**src/rtl/mmio_pkg.sv**
```systemverilog
// -----------------------------------------------------------------------------
// mmio_pkg
// Shared definitions for the memory-mapped peripherals: register offsets
// inside a peripheral's 8-byte window, STATUS bit positions and the UART
// transmitter state encoding.
//
// Configuration macro: MMIO_UART_PARITY_EN adds the PARITY state.
// -----------------------------------------------------------------------------
package mmio_pkg;

  // Register offsets within the 2-word window
  localparam logic [2:0] TXDATA_OFF = 3'h0;
  localparam logic [2:0] STATUS_OFF = 3'h4;

  // STATUS register bit positions
  localparam int ST_EMPTY    = 0;
  localparam int ST_FULL     = 1;
  localparam int ST_BUSY     = 2;
  localparam int ST_OVERFLOW = 3;
  localparam int ST_PARITY   = 4;

  // Serializer states
  typedef enum logic [2:0] {
    IDLE   = 3'd0,
    START  = 3'd1,
    DATA   = 3'd2,
`ifdef MMIO_UART_PARITY_EN
    PARITY = 3'd3,
`endif
    STOP   = 3'd4
  } uart_state_e;

  // Even parity of a data byte: the parity bit makes the total count of ones even
  function automatic logic evenParity(input logic [7:0] b);
    return ^b;
  endfunction

endpackage

```
**src/rtl/sync_fifo.sv**
```systemverilog
// -----------------------------------------------------------------------------
// sync_fifo
// Single-clock FIFO with registered pointers and an occupancy counter.
// A push while full is accepted only if a pop happens in the same cycle,
// in which case the freed slot is reused immediately.
//
// Parameters: DEPTH (power of two, >= 2), WIDTH (data bits)
// Ports:
//   clk    in   clock
//   reset  in   asynchronous active-low reset
//   push   in   write din this cycle
//   pop    in   drop the head entry this cycle
//   din    in   WIDTH write data
//   dout   out  WIDTH head entry (valid while not empty)
//   full   out  DEPTH entries held
//   empty  out  no entries held
//   count  out  occupancy, clog2(DEPTH)+1 bits
// -----------------------------------------------------------------------------
module sync_fifo #(
  parameter int DEPTH = 8,
  parameter int WIDTH = 8
) (
  input  logic                       clk,
  input  logic                       reset,
  input  logic                       push,
  input  logic                       pop,
  input  logic [WIDTH-1:0]           din,
  output logic [WIDTH-1:0]           dout,
  output logic                       full,
  output logic                       empty,
  output logic [$clog2(DEPTH):0]     count
);

  localparam int AW = $clog2(DEPTH);
  localparam int CW = AW + 1;

  logic [WIDTH-1:0] mem [DEPTH];
  logic [AW-1:0]    wptr_q;
  logic [AW-1:0]    rptr_q;
  logic [CW-1:0]    count_q;
  logic             doPush;
  logic             doPop;

  assign full  = (count_q == CW'(DEPTH));
  assign empty = (count_q == '0);
  assign count = count_q;
  assign dout  = mem[rptr_q];

  // A full FIFO still takes a push when the head leaves in the same cycle
  assign doPop  = pop & ~empty;
  assign doPush = push & (~full | doPop);

  // Storage has no reset; the pointers define what is valid
  always_ff @(posedge clk) begin
    if (doPush) begin
      mem[wptr_q] <= din;
    end
  end

  // Pointers wrap naturally modulo DEPTH
  always_ff @(posedge clk or negedge reset) begin
    if (!reset) begin
      wptr_q  <= '0;
      rptr_q  <= '0;
      count_q <= '0;
    end else begin
      if (doPush) begin
        wptr_q <= wptr_q + AW'(1);
      end
      if (doPop) begin
        rptr_q <= rptr_q + AW'(1);
      end
      case ({doPush, doPop})
        2'b10:   count_q <= count_q + CW'(1);
        2'b01:   count_q <= count_q - CW'(1);
        default: count_q <= count_q;
      endcase
    end
  end

endmodule

```
**src/rtl/mmio_uart_tx.sv**
```systemverilog
// -----------------------------------------------------------------------------
// mmio_uart_tx
// Memory-mapped UART transmitter for a single-cycle CPU. Two registers sit
// at BASE_ADDR: TXDATA (+0, write pushes a byte into the TX FIFO) and STATUS
// (+4, {overflow, busy, full, empty}, bit 4 = parity build flag, writing 1
// to bit 3 clears overflow). Frames are 8N1, or 8E1 with parity enabled.
//
// Configuration macro: MMIO_UART_PARITY_EN adds an even parity bit.
//
// Ports:
//   clk         in   clock, rising edge
//   reset       in   asynchronous active-low reset
//   MemWrite    in   CPU store strobe
//   Mem_WrAddr  in   32-bit CPU data address (reads and writes)
//   Mem_WrData  in   32-bit CPU store data
//   sel         out  address falls in this peripheral's window
//   ReadData    out  32-bit combinational register read data
//   tx          out  registered serial line, idle high
//   busy        out  FIFO non-empty or frame in flight
// -----------------------------------------------------------------------------
module mmio_uart_tx #(
  parameter logic [31:0] BASE_ADDR  = 32'h0000_1000,
  parameter int          CLK_DIV    = 16,
  parameter int          FIFO_DEPTH = 8
) (
  input  logic        clk,
  input  logic        reset,
  input  logic        MemWrite,
  input  logic [31:0] Mem_WrAddr,
  input  logic [31:0] Mem_WrData,
  output logic        sel,
  output logic [31:0] ReadData,
  output logic        tx,
  output logic        busy
);

  import mmio_pkg::*;

  localparam int          CW         = $clog2(FIFO_DEPTH) + 1;
  localparam logic [15:0] BIT_RELOAD = 16'(CLK_DIV - 1);

  uart_state_e state_q, state_d;
  logic [15:0] cnt_q, cnt_d;
  logic [2:0]  idx_q, idx_d;
  logic [7:0]  shift_q, shift_d;
  logic        tx_q, tx_d;
  logic        ovf_q, ovf_d;
`ifdef MMIO_UART_PARITY_EN
  logic        par_q, par_d;
`endif

  logic          fifoPush;
  logic          fifoPop;
  logic [7:0]    fifoDout;
  logic          fifoFull;
  logic          fifoEmpty;
  logic [CW-1:0] fifoCount;
  logic          wrTxData;
  logic          wrStatus;
  logic          pushDropped;
  logic [31:0]   status;
  logic          unusedBits;

  // Address decode: the window is 8 bytes, bit 2 picks the register
  assign sel      = (Mem_WrAddr[31:3] == BASE_ADDR[31:3]);
  assign wrTxData = sel & MemWrite & (Mem_WrAddr[2] == TXDATA_OFF[2]);
  assign wrStatus = sel & MemWrite & (Mem_WrAddr[2] == STATUS_OFF[2]);
  assign fifoPush = wrTxData;

  // A push is lost only when full and the serializer is not freeing a slot
  assign pushDropped = wrTxData & fifoFull & ~fifoPop;

  assign unusedBits = ^{Mem_WrAddr[1:0], Mem_WrData[31:8]};

  sync_fifo #(
    .DEPTH (FIFO_DEPTH),
    .WIDTH (8)
  ) u_fifo (
    .clk   (clk),
    .reset (reset),
    .push  (fifoPush),
    .pop   (fifoPop),
    .din   (Mem_WrData[7:0]),
    .dout  (fifoDout),
    .full  (fifoFull),
    .empty (fifoEmpty),
    .count (fifoCount)
  );

  // State register
  always_ff @(posedge clk or negedge reset) begin
    if (!reset) begin
      state_q <= IDLE;
      cnt_q   <= '0;
      idx_q   <= '0;
      shift_q <= '0;
      tx_q    <= 1'b1;
      ovf_q   <= 1'b0;
`ifdef MMIO_UART_PARITY_EN
      par_q   <= 1'b0;
`endif
    end else begin
      state_q <= state_d;
      cnt_q   <= cnt_d;
      idx_q   <= idx_d;
      shift_q <= shift_d;
      tx_q    <= tx_d;
      ovf_q   <= ovf_d;
`ifdef MMIO_UART_PARITY_EN
      par_q   <= par_d;
`endif
    end
  end

  // Next-state logic. Each bit starts with the counter at CLK_DIV-1 and ends
  // on the cycle it reaches zero. Loading a byte pops the FIFO head.
  always_comb begin
    state_d = state_q;
    cnt_d   = cnt_q;
    idx_d   = idx_q;
    shift_d = shift_q;
    fifoPop = 1'b0;
    ovf_d   = ovf_q;
`ifdef MMIO_UART_PARITY_EN
    par_d   = par_q;
`endif

    if (wrStatus && Mem_WrData[ST_OVERFLOW]) begin
      ovf_d = 1'b0;
    end
    if (pushDropped) begin
      ovf_d = 1'b1;
    end

    unique case (state_q)
      IDLE: begin
        if (!fifoEmpty) begin
          fifoPop = 1'b1;
          shift_d = fifoDout;
          cnt_d   = BIT_RELOAD;
          state_d = START;
`ifdef MMIO_UART_PARITY_EN
          par_d   = evenParity(fifoDout);
`endif
        end
      end
      START: begin
        if (cnt_q == 16'd0) begin
          cnt_d   = BIT_RELOAD;
          idx_d   = 3'd0;
          state_d = DATA;
        end else begin
          cnt_d = cnt_q - 16'd1;
        end
      end
      DATA: begin
        if (cnt_q == 16'd0) begin
          cnt_d = BIT_RELOAD;
          if (idx_q == 3'd7) begin
`ifdef MMIO_UART_PARITY_EN
            state_d = PARITY;
`else
            state_d = STOP;
`endif
          end else begin
            idx_d   = idx_q + 3'd1;
            shift_d = shift_q >> 1;
          end
        end else begin
          cnt_d = cnt_q - 16'd1;
        end
      end
`ifdef MMIO_UART_PARITY_EN
      PARITY: begin
        if (cnt_q == 16'd0) begin
          cnt_d   = BIT_RELOAD;
          state_d = STOP;
        end else begin
          cnt_d = cnt_q - 16'd1;
        end
      end
`endif
      STOP: begin
        if (cnt_q == 16'd0) begin
          // Back-to-back frames go straight from STOP to the next START
          if (!fifoEmpty) begin
            fifoPop = 1'b1;
            shift_d = fifoDout;
            cnt_d   = BIT_RELOAD;
            state_d = START;
`ifdef MMIO_UART_PARITY_EN
            par_d   = evenParity(fifoDout);
`endif
          end else begin
            state_d = IDLE;
          end
        end else begin
          cnt_d = cnt_q - 16'd1;
        end
      end
      default: state_d = IDLE;
    endcase
  end

  // Output logic: tx is computed from the next state so the registered line
  // changes on the same edge the state does.
  always_comb begin
    tx_d = 1'b1;
    unique case (state_d)
      START:   tx_d = 1'b0;
      DATA:    tx_d = shift_d[0];
`ifdef MMIO_UART_PARITY_EN
      PARITY:  tx_d = par_q;
`endif
      default: tx_d = 1'b1;
    endcase

    busy = (fifoCount != '0) || (state_q != IDLE);

    status              = '0;
    status[ST_EMPTY]    = fifoEmpty;
    status[ST_FULL]     = fifoFull;
    status[ST_BUSY]     = busy;
    status[ST_OVERFLOW] = ovf_q;
`ifdef MMIO_UART_PARITY_EN
    status[ST_PARITY]   = 1'b1;
`endif
  end

  assign tx       = tx_q;
  assign ReadData = (sel && (Mem_WrAddr[2] == STATUS_OFF[2])) ? status : 32'h0;

endmodule
```
**config.mk**
```make
export PLATFORM = sky130hd
export DESIGN_NAME = mmio_uart_tx
export DESIGN_NICKNAME = d
export VERILOG_FILES = /design/src/rtl/mmio_pkg.sv /design/src/rtl/sync_fifo.sv /design/src/rtl/mmio_uart_tx.sv
export SDC_FILE = /design/constraint.sdc
export NUM_CORES = 1
export LEC_CHECK = 0
export ABC_CLOCK_PERIOD_IN_PS = 9200
export CORE_UTILIZATION = 50
export CTS_BUF_LIST = sky130_fd_sc_hd__clkbuf_4
export DETAILED_ROUTE_END_ITERATION = 16
export GPL_TIMING_DRIVEN = 0
export PLACE_DENSITY = 0.86
export SETUP_SLACK_MARGIN = 0.3
export SYNTH_ARGS = -nofsm -noshare
export SYNTH_HDL_FRONTEND = slang
export SYNTH_SLANG_ARGS = --single-unit
```
**constraint.sdc**
```tcl
create_clock -name clk -period 9.2 [get_ports clk]
set_input_delay 0.92 -clock clk [delete_from_list [all_inputs] [get_ports clk]]
set_output_delay 0.92 -clock clk [all_outputs]
set_load 0.01 [all_outputs]
```
==> metrics.cfg <==
[synthesis]
yosys_warnings=0
synth_cells=433
synth_edf_count=64
avgSynthCellArea_um2=12.4
synth_top_area_share=0.357
synth_cell_types=54
synthTopCellsByArea=edfxtp_1, dfrtp_1, mux4_2
synth_top_area_cell=edfxtp_1
synth_area_um2=5390
yosys_register_bits=106
synth_sequential_area_ratio=0.552
synthArstFlopShare=0.396
ys.flop_type=edfxtp_1

[clocking]
cts.path.max_buffers=2
clkLatencyLatePin_ns=0.49
clockRootBuffer=clkbuf_4
postCtsSetupBuffers=0
cts_hold_buf=0
htree_levels=3
cts_buffers=9
cts_sinks=106
cts_tree=done
cts_resized=0
clk_pin_slew_ns=0.19

[pwr]
pwr-share-clk=0.296
power_frac_seq=0.639
totalPowerFinal_uw=800
swShare=0.246
ir_worst_vdd_mv=0.134
power.internal_uw=603
p_switching_uw=197
leakage_uw=0.00247
p_comb_frac=0.065
power.density_nw_per_um2=125

[critical_path]
r2r-start=cnt_q[0]
cp_common_cell=clkbuf_1
cp-end-kind=primary output
cp_max_fo=10
r2r_slack_ns=5.32
worstSetupStartpoint=u_fifo.count[1]
critical_path_class=reg -> out
required_ns=8.28
setup.worst_path.start_class=flip-flop
arrival_ns=3.09
path_cells=clkbuf_1 -> nor3_1 -> nand2b_1 -> clkbuf_1 -> nor3_1 -> clkbuf_1 -> nor2_1 -> clkdlybuf4s50_1
critPathMaxStageDelay_ns=0.49
critPathSlowestCell=clkdlybuf4s50_1

[run_status]
outcome=complete, no violations

[placed_design]
portBuffers=47
dp_worst_setup_slack_ns=4.82
gp_congestion=0.871
dpl.hpwl_mm=8.69

[global_routing]
grt_max_degree=26
grt_util_all_layers=0.222
grt-ovfl-total=0
grt_pass1_wl_mm=19.0
grt_pass1_vias=3790
antenna_found_initial=0

[finish]
syn2layout_area_growth_pct=18.6
mostFrequentLayoutCell=edfxtp_1
n_fill_cell=792
diodes=0
drive_above_1_share=0.189
finish.utilization=0.616
final_nets=600
layout_common_cells=edfxtp_1, clkdlybuf4s50_1, dfrtp_1, buf_4

[sta]
finalHoldViolCount=0
slew_headroom=0.117
fmax_mhz=250
period_share=0.435
rsz0062_at_grt=no
slew_viol_final=0
finalSetupViolCount=0
worst_slew_pin_slew_ns=1.31
fin_ws_ns=5.19
period_minus_slack_ns=4.01
fin_tns_setup_ns=0
finalClockSkew_ns=0.0213

[routing]
wl_mm=11.7
wl_per_cell_um=17.6
vias=3803
drtAntennaViolNets=0
drc=0
viasPerCell=5.71
drt_iter0_markers=224
dr.pass1.iters=4

[die]
core_region_area_um2=10400
die_area_um2=11200
fp.dieW_um=106
io_pins=102
num_rows=37
die_h_um=106
start_util=0.519

[job]
maxCapViolations=0

[hold_path]
holdCritPathClass=in -> async

cell usage after synthesis, types with 8 or more instances:
master / count
nor4_1: 20
edfxtp_1: 64
nand3_1: 8
nor2_1: 28
nor3_1: 14
clkbuf_1: 18
mux2i_1: 10
dfrtp_1: 41
a221o_1: 8
inv_1: 13
buf_4: 28
nand2_1: 14
a221oi_1: 8
a211oi_1: 10
a21oi_1: 11
mux4_2: 16
nor2b_1: 11
ha_1: 8
stage by stage:
| step | hold WS [ns] | cell area, um2 | cells |
|---|---|---|---|
| after global placement | 0.491 | 6130 | 643 |
| final | 0.353 | 6390 | 666 |
| after CTS | 0.356 | 6380 | 666 |
| after detailed placement | 0.501 | 6230 | 650 |
| after floorplan | 0.467 | 5490 | 460 |
| after global routing | 0.348 | 6390 | 666 |
power by group through the flow:
stage               clock, uW  combinational (uW)  sequential, uW
floorplan                   0                23.3             520
finish                    237                51.7             511
CTS                       242                51.4             511
global route              259                56.2             511
global placement            0                48.2             521
detailed placement          0                51.3             521
metal layers:
metal,part of all wire,GRT usage
met5,0,0
met4,0.015,0.0635
met3,0.036,0.0433
met2,0.55,0.411
met1,0.40,0.259
area by class of cell:
cell class / instances / area [um2] / share of cell area
Clock buffer: 9 / 67.6 / 0.0106
Tap cell: 136 / 170 / 0.0266
Sequential cell: 106 / 2970 / 0.465
Clock inverter: 7 / 83.8 / 0.0131
Multi-Input combinational cell: 287 / 2190 / 0.342
Timing Repair Buffer: 54 / 538 / 0.0842
Inverter: 13 / 48.8 / 0.00764
Buffer: 54 / 320 / 0.0501
kinds of logic after synthesis:
kind of cell / after synthesis / synth area share
simple gates: 133 / 0.139
xor+xnor: 12 / 0.0195
mux: 30 / 0.0938
buf+inv: 67 / 0.0685
fa+ha+maj: 8 / 0.0186
compound gates: 76 / 0.107
other cells: 1 / 0.000696
flops: 106 / 0.552
path summary, 6_finish.rpt:
path / end / cells after the start
setup / recovery: ReadData[2] / 8
hold reg to reg: u_fifo.count[3] / 1
setup reg to reg: u_fifo.mem[6][6] / 9
min in group clk: u_fifo.count[3] / 1
hold / removal: idx_q[2] / 1
max in group asynchronous: u_fifo.rptr_q[1] / 2
sequential cells by signal (all words and copies together) (netlist names):
signal,flops
u_fifo.count,4
tx,1
u_fifo.rptr_q,3
ovf_q,1
u_fifo.mem,64
u_fifo.wptr_q,3
shift_q,8
cnt_q,16
idx_q,3
state_q,3
critical path: cells and delay by family, from the launching register on:
family / cells / cell delay (ns)
DFF: 1 / 0.39
buffers and inverters: 4 / 1.29
and+or+nand+nor: 4 / 0.92
No activity file was read; power rests on OpenSTA's default activity.
